<file path="config.mk">
export PLATFORM = sky130hd
export DESIGN_NAME = n1_core
export DESIGN_NICKNAME = d
export VERILOG_FILES = /design/src/rtl/n1_core.sv
export SDC_FILE = /design/constraint.sdc
export NUM_CORES = 2
export LEC_CHECK = 0
export CAP_MARGIN = 20
export CORE_MARGIN = 5
export CORE_UTILIZATION = 43
export DETAILED_ROUTE_END_ITERATION = 6
export MAX_ROUTING_LAYER = met4
export PLACE_DENSITY_LB_ADDON = 0.08
export SKIP_CTS_REPAIR_TIMING = 1
export SLEW_MARGIN = 0
export SYNTH_ARGS = -nofsm -noshare
export SYNTH_HDL_FRONTEND = slang
export SYNTH_SLANG_ARGS = --single-unit
</file>
<file path="constraint.sdc">
create_clock -name clk -period 10.75 [get_ports clk]
set_input_delay 2.15 -clock clk [delete_from_list [all_inputs] [get_ports clk]]
set_output_delay 2.15 -clock clk [all_outputs]
set_load 0.01 [all_outputs]
</file>
<file path="src/rtl/n1_core.sv">
// n1_core: multi-cycle, single-issue, accumulator-style CPU with an on-chip
// 16-bit program/data RAM and a small general-purpose register file.
//
// Parameters
//   RAM_WORDS  RAM depth in 16-bit words (power of two, 2..256)
//   NUM_REGS   number of general-purpose registers r0..r(NUM_REGS-1) (1..8)
//
// Ports
//   clk         clock, all state changes on the rising edge
//   rst         synchronous active-high reset (RAM contents survive it)
//   prog_we     host RAM write strobe, honoured only in IDLE
//   prog_addr   host RAM address
//   prog_wdata  host RAM write data
//   prog_rdata  registered RAM[prog_addr], refreshed every IDLE cycle
//   run         start strobe (IDLE -> FETCH) / restart strobe (HALT -> IDLE)
//   out_data    low byte of the last OUT operand
//   out_valid   one-cycle pulse when out_data updates
//   halted      high while in HALT
//   busy        high while in FETCH or EXEC
//
// Optional feature
//   N1_BRANCH_EN  when defined, JMP (opcode 7) and JZ (opcode 8) are
//                 implemented; otherwise both decode as NOP.
module n1_core #(
  parameter int RAM_WORDS = 128,
  parameter int NUM_REGS  = 4,
  localparam int AW       = $clog2(RAM_WORDS)
) (
  input  logic          clk,
  input  logic          rst,
  input  logic          prog_we,
  input  logic [AW-1:0] prog_addr,
  input  logic [15:0]   prog_wdata,
  output logic [15:0]   prog_rdata,
  input  logic          run,
  output logic [7:0]    out_data,
  output logic          out_valid,
  output logic          halted,
  output logic          busy
);

  typedef enum logic [1:0] {
    IDLE,
    FETCH,
    EXEC,
    HALT
  } state_t;

  localparam logic [3:0] OP_MOVI  = 4'd1;
  localparam logic [3:0] OP_STORE = 4'd2;
  localparam logic [3:0] OP_LOAD  = 4'd3;
  localparam logic [3:0] OP_OUT   = 4'd4;
  localparam logic [3:0] OP_HALT  = 4'd5;
  localparam logic [3:0] OP_ADD   = 4'd6;

  logic [15:0]   ram [RAM_WORDS];
  // Eight physical slots so any 3-bit index is in range; slots at or above
  // NUM_REGS are never written and therefore always read back as zero.
  logic [15:0]   regs [8];

  state_t        state;
  logic [AW-1:0] pc;
  logic [15:0]   inst;

  logic [3:0]    opcode;
  logic [2:0]    rd_idx;
  logic [2:0]    rs_idx;
  logic [AW-1:0] addr;
  logic          rd_ok;
  logic [15:0]   rd_val;
  logic [15:0]   rs_val;
  logic [AW-1:0] next_pc;

  assign opcode = inst[15:12];
  assign rd_idx = inst[11:9];
  assign rs_idx = inst[8:6];
  assign addr   = inst[AW-1:0];
  assign rd_ok  = int'(rd_idx) < NUM_REGS;

  always_comb begin
    rd_val = '0;
    rs_val = '0;
    if (int'(rd_idx) < NUM_REGS) rd_val = regs[rd_idx];
    if (int'(rs_idx) < NUM_REGS) rs_val = regs[rs_idx];
  end

`ifdef N1_BRANCH_EN
  localparam logic [3:0] OP_JMP = 4'd7;
  localparam logic [3:0] OP_JZ  = 4'd8;

  logic take_branch;

  assign take_branch = (opcode == OP_JMP) || ((opcode == OP_JZ) && (rd_val == 16'd0));
  assign next_pc     = take_branch ? addr : pc + AW'(1);
`else
  assign next_pc = pc + AW'(1);
`endif

  // RAM write port. The FSM serialises host writes (IDLE only) and STORE
  // (EXEC only). A STORE whose EXEC edge coincides with rst is discarded.
  always_ff @(posedge clk) begin
    if (!rst) begin
      if (state == IDLE && prog_we) begin
        ram[prog_addr] <= prog_wdata;
      end else if (state == EXEC && opcode == OP_STORE) begin
        ram[addr] <= rd_val;
      end
    end
  end

  // Control FSM and datapath registers. HALT holds pc so the halt point is
  // stable; only the HALT -> IDLE restart rewinds pc to 0.
  always_ff @(posedge clk) begin
    if (rst) begin
      state      <= IDLE;
      pc         <= '0;
      inst       <= '0;
      out_data   <= '0;
      out_valid  <= 1'b0;
      halted     <= 1'b0;
      busy       <= 1'b0;
      prog_rdata <= '0;
      for (int i = 0; i < 8; i++) regs[i] <= '0;
    end else begin
      out_valid <= 1'b0;
      unique case (state)
        IDLE: begin
          prog_rdata <= ram[prog_addr];
          if (run) begin
            state <= FETCH;
            busy  <= 1'b1;
          end
        end
        FETCH: begin
          inst  <= ram[pc];
          state <= EXEC;
        end
        EXEC: begin
          if (opcode == OP_HALT) begin
            state  <= HALT;
            busy   <= 1'b0;
            halted <= 1'b1;
          end else begin
            state <= FETCH;
            pc    <= next_pc;
          end
          case (opcode)
            OP_MOVI: if (rd_ok) regs[rd_idx] <= {8'h00, inst[7:0]};
            OP_LOAD: if (rd_ok) regs[rd_idx] <= ram[addr];
            OP_ADD:  if (rd_ok) regs[rd_idx] <= rd_val + rs_val;
            OP_OUT: begin
              out_data  <= ram[addr][7:0];
              out_valid <= 1'b1;
            end
            default: ;
          endcase
        end
        HALT: begin
          if (run) begin
            state  <= IDLE;
            pc     <= '0;
            halted <= 1'b0;
          end
        end
      endcase
    end
  end

endmodule

</file>
# [Word level (Yosys, flattened, before mapping)]
# Memories as Yosys holds them, arrays and structs flattened. A register that Yosys moved wholly into a read port is not among the register bits.
# Cells that the tools add are included.
[word_totals] n_memories=2 output_inout_bits=27 regBits=20 inputBits=27 elab_cells=87 mem_bits_rw=2176
[memory_table] name="ram" depth=128 word_bits=16 rd=3 rd_clocked_by_memory_dff=2 wr=1 line_no="56" text="logic [15:0] ram [RAM_WORDS];"
[memory_table] name="regs" depth=8 word_bits=16 rd=2 rd_clocked_by_memory_dff=0 wr=8 line_no="59" text="logic [15:0] regs [8];"
[op_classes] magnitude_cmp=2 bitwise=3 eq_ne=13 n_addsub=2 reduce_logical=13 muxes=46
[ops] op="$mux 16" n=6
[ops] op="$reduce_or 16->1" n=2
[ops] op="$mux 1" n=29
[ops] op="$mux 7" n=3
[ops] op="$add 16x16->16" n=1
[ops] op="$pmux 7 s2" n=1
[ops] op="$eq 4x3->1 const B" n=3
[ops] op="$reduce_and 3->1" n=3
[ops] op="$eq 4x2->1 const B" n=2
[ops] op="$pmux 2 s4" n=1
[ops] op="$add 7x1->7 const B" n=1
[ops] op="$lt 3x3->1 const B" n=2
[ops] op="$mux 2" n=3
[ops] op="$ne 2x2->1 const B" n=3
[ops] op="$eq 2x2->1 const B" n=2
[ops] op="$eq 4x1->1 const B" n=1
[ops] op="$pmux 1 s2" n=2
[ops] op="$reduce_and 2->1" n=2
[ops] op="$reduce_bool 2->1" n=2
[ops] op="$mux 3" n=1
[ops] op="$eq 2x1->1 const B" n=1
[ops] op="$logic_and 1x1->1" n=2
[ops] op="$logic_not 2->1" n=1
[ops] op="$ne 2x1->1 const B" n=1
[ops] op="3 further kinds" n=4

# [Logic depth before layout (Yosys ltp)]
[logic_depth] ltp_word=10 ltp_mapped=17 depth_no_buf=14

# [Least setup slack after synthesis]
# Ideal clock, no wire load.
[synth_timing] path_type="input-to-reg" startpoint="input rst" endpoint="memory ram[0][15] (data pin)" setup_time_ps=1198 path_stages=6 n_path_buf=3 required_ps=9552 path_slack_ps=959 arrival_ps=8592 cell_sequence="or4b_1 > or3_1 > clkbuf_1 > buf_2 > clkbuf_1 > o21ai_0"
[synth_via] elab_chain_cells=4
[synth_rtl] item="start: declaration" line_no="30" text="input logic rst,"
[synth_rtl] item="$mux 1" line_no="102" text="if (!rst) begin"
[synth_rtl] item="$mux 1 (implied by the code)" line_no="106" text="ram[addr] <= rd_val;"
[synth_rtl] item="$reduce_or 16->1 (no line)"
[synth_rtl] item="$mux 16 (no line)"
[synth_rtl] item="end: declaration" line_no="56"
# No other way between the ends.

# [Worst setup path in the final report]
[layout_timing] startpoint="input rst" endpoint="memory ram[29][5] (enable)"
[layout_via] elab_chain_cells=4 word_cells_on_any_way=7
[layout_rtl] item="$mux 1" line_no="102"
[layout_rtl] item="$mux 1 (implied by the code)" line_no="106"
[layout_rtl] item="$reduce_or 16->1 (no line)"
[layout_rtl] item="$mux 7 (no line) / $mux 1 (equally long branches)"
# Several ways; a longest one is shown, not always the timed one.

==> results.md <==
- The cell with the most instances on the worst path is sky130_fd_sc_hd__buf_4.
- The combined buffer and inverter count along the critical path is 3.
- The number of global-route vias before repair is 74.1k.
- The leading register cell type out of synthesis is sky130_fd_sc_hd__edfxtp_1.
- The number of hold-slack violations in the final timing report was 0.
- Of the total power, combinational logic draws 0.105.
- For this run, the total global-route usage over all layers was measured as 0.364.
- The internal portion of the total power is 14800 uW.
- Ranked by total cell area, the synthesized netlist is headed by sky130_fd_sc_hd__edfxtp_1 (54%), sky130_fd_sc_hd__mux4_2 (31%), sky130_fd_sc_hd__mux2i_1 (1.5%).
- Counting the fill cells in the layout gives 22.4k.
- The ratio of cells with drive above 1 in the final layout is 0.399.
- The H-tree was split into 4 levels.
- The area growth from synthesis to layout is 11.8%.
- Summed over all nets, the half-perimeter wirelength after detailed placement is 333000 um.
- The wire length of the first global-routing pass is 678000 um.
- The total die area is 283000 sq um.
- The count of buffers added on input and output ports is 53.
- The count of unique library cells instantiated by Yosys is 92.
- The clock-pin slew on the worst setup and hold paths is 60 ps.
- The starting density of the core is 0.432.
- Setup repair after global routing left no endpoint under its margin.
- The count of flip-flops with a built-in enable after synthesis is 2112.
- The worst setup path is launched from a primary input.
- The core region area is 271000 sq um.
- The clock arrives with 68.1 ps of skew.
- Across the whole layout, storage elements account for 64500 sq um.
- The chip height is 532 um.
- The number of max-capacitance violations reported is 0.
- The DRC violation count after routing is 0.
- The arrival time of data at the critical path endpoint is 6490 ps.
- The worst-case IR drop observed on VDD is 0.000144 V.
- Headroom to the max-slew limit came out at 0.0279.
- The count of nets left with antenna violations after detail routing is 0.
- The remaining global-route overflow is 0.
- The share of the Yosys chip area taken by registers is 0.550.
- The count of warnings emitted by yosys is 0.
- Walking the worst path, the cells encountered are buf_2, buf_4, or4b_1, or3_2, o21ai_0, nand2_1, buf_4, nor2_2.
- The boundary pin count is 54.
- The minimum period implied by the final worst setup slack is 5930 ps.
- The commonest cells after synthesis are sky130_fd_sc_hd__edfxtp_1 (2112), sky130_fd_sc_hd__mux4_2 (1619), sky130_fd_sc_hd__nor2_1 (354), sky130_fd_sc_hd__clkbuf_1 (245), sky130_fd_sc_hd__buf_2 (193).
- The most repeated cell in the gate-level netlist after synthesis is sky130_fd_sc_hd__edfxtp_1.
- TritonCTS created 243 clock buffers.
- The total negative slack is 0 ps.
- The net count of the mapped netlist is 6399.
- The aggregate routed wire length is 509000 um.
- The measured slew at the worst slew-check pin is 1460 ps.
- The synthesized instance count is 6355.
- Of all flip-flops after synthesis, the portion carrying an async set or reset was 0.
- For this run, the post-layout net count is 6498.
- The area of the multi-input gates is 50300 sq um.
- The later-pin clock latency in the skew report is 980 ps.
- The number of rows created at floorplan is 191.
- Dividing the detail-routed wire length by the instance count gives 49.5 um.
- The setup slack of the critical path after layout is 4820 ps.
- The maximum frequency from static timing analysis is 169 MHz.
- In this run the worst path has a maximum fanout of 40.
- The number of antenna violations at the first check in global routing is 35.
- STA puts the critical path data required time at 11310 ps.
- The flow ran to the end, and the final reports show no timing, DRC or antenna violations.
- On the critical path, the stage with the largest delay is an instance of sky130_fd_sc_hd__or3_2.
- Synthesis inferred 2164 register bits.
- TritonCTS built the clock tree.
- The type of element capturing the critical path is a flip-flop.
- The last weighted congestion value of the routability-driven placer is 1.05.
- The number of max-slew violations in the final report came to 0.
- At the placement stage, the worst setup path has a slack of 4050 ps.
- The routed layout has 77.1k vias.
- Entering global routing, the biggest net connects 105 pins.
- On the final layout, the worst hold slack is 467 ps.
- The root buffer cell is sky130_fd_sc_hd__clkbuf_16.
- The area of placed instances is 123000 sq um.
- Once layout is done, the placed cells without fillers occupy 131000 sq um.
- The total standard cell area after synthesis is 117000 sq um.
- The die is 532 um wide.
- The clock drives 2164 sinks.
- The analysis attributes to cell leakage a power of 0.0392 uW.
- The detailed-routing iteration count for the pre-antenna-repair pass is 6.
- The type of the tightest min-delay check is reg2reg.
- The number of setup violations in the final report is 0.
- By startpoint and endpoint, the worst setup path is classified as in2reg.
- The peak per-stage delay on the critical path is 920 ps.
- The net switching power is 5050 uW.
- The number of design-rule violations left by the first detailed-router iteration is 12.3k.
- Of the post-synthesis cell area, the dominant cell type holds 0.541.
- Power spread over the standard cell area amounts to 152 nW/um^2.
- The family of cells with the greatest summed delay on the critical path is simple AND/OR/NAND/NOR gates.
- The total power draw is 19900 uW.
- Of the available clock period, the critical path in the final layout requires 0.552.
- No sink is reached through more buffers than the 4 on the longest clock path.
- Of the total power, the clock network draws 0.424.
- The dominant cell type by area after synthesis is sky130_fd_sc_hd__edfxtp_1.
- The mean area per synthesized cell is 18.5 sq um.
- In the routed layout, each cell is associated on average with a via count of 7.51.
- Of the total power, the share spent switching nets is 0.254.
- Of the total power, registers draw 0.470.
==> cell type report <==
type / count / area share
Clock buffer: 282 / 0.0476
Tap cell: 3570 / 0.0341
Timing Repair Buffer: 435 / 0.0290
Clock inverter: 163 / 0.0122
Inverter: 24 / 0.000744
Sequential cell: 2164 / 0.492
Antenna cell: 50 / 0.000954
Multi-Input combinational cell: 3586 / 0.383
==> routing by layer <==
| metal | vias up | global-route usage | wire (um) |
|---|---|---|---|
| li1 | 28300 | - | - |
| met1 | 41800 | 0.465 | 186000 |
| met2 | 5823 | 0.510 | 222000 |
| met3 | 1159 | 0.130 | 66300 |
| met5 | - | - | 0 |
| met4 | 0 | 0.194 | 34200 |
==> cell usage in the layout, fill, tap and decap left out, types with 53 or more instances in the layout <==
cell and instances:
sky130_fd_sc_hd__o22ai_1 122, sky130_fd_sc_hd__clkinv_2 56, sky130_fd_sc_hd__nor2_1 202, sky130_fd_sc_hd__a22oi_1 192
sky130_fd_sc_hd__nand2_1 130, sky130_fd_sc_hd__clkbuf_16 243, sky130_fd_sc_hd__clkinv_1 53, sky130_fd_sc_hd__edfxtp_1 2112
sky130_fd_sc_hd__mux4_2 1619, sky130_fd_sc_hd__nor2b_1 56, sky130_fd_sc_hd__buf_4 349, sky130_fd_sc_hd__mux2i_1 180
sky130_fd_sc_hd__o21ai_0 54, sky130_fd_sc_hd__a22o_1 78, sky130_fd_sc_hd__a21oi_1 124, sky130_fd_sc_hd__a221oi_1 78
sky130_fd_sc_hd__nor2_2 128
==> logic make-up after synthesis <==
family | synth area share
AO/OA/AOI/OAI | 0.0545
AND/OR/NAND/NOR | 0.0327
XOR/XNOR | 0.00112
multiplexers | 0.333
flip-flops | 0.550
buffers and inverters | 0.0271
adder cells (fa/ha/maj) | 0.00188
==> metrics by stage <==
stage               cells   util
finish              10300  0.483
global route        10300  0.483
CTS                 10200  0.482
detailed placement   9766  0.453
global placement     9757  0.453
floorplan            6355      -
==> sequential cells by signal, indices dropped and copies added (netlist names), 2 cells and up <==
name and flops:
prog_rdata 16, out_data 8, ram 2048, state 2
pc 7, regs 64, inst 16
==> path summary, 6_finish.rpt <==
kind / slack (ps) / start / cells past startpoint / endpoint
worst min-delay path: 470 / inst[7] / 2 / inst[7]
worst max-delay path: 4820 / rst / 8 / ram[29][5]
worst min register to register: 470 / inst[7] / 2 / inst[7]
worst max register to register: 4910 / inst[0] / 10 / regs[3][11]
==> power by group through the flow <==
stage | registers [uW] | clock network [uW] | logic, uW
2_1_floorplan | 9500 | 0 | 1210
3_3_place_gp | 9530 | 0 | 2040
3_5_place_dp | 9530 | 0 | 2040
4_1_cts | 9350 | 8510 | 2050
5_1_grt | 9350 | 8860 | 2130
6_report | 9350 | 8440 | 2100
==> worst reg2reg max path, stage by stage (launching register included) <==
cell and delay, ps:
sky130_fd_sc_hd__dfxtp_4 680, sky130_fd_sc_hd__buf_4 690, sky130_fd_sc_hd__buf_4 780, sky130_fd_sc_hd__mux4_2 660, sky130_fd_sc_hd__a22o_1 280, sky130_fd_sc_hd__a221oi_1 540, sky130_fd_sc_hd__o22ai_1 190, sky130_fd_sc_hd__o21ai_1 750
sky130_fd_sc_hd__o21ai_1 570, sky130_fd_sc_hd__a21oi_2 350, sky130_fd_sc_hd__nor2_1 70
No activity file was read; power rests on OpenSTA's default activity.
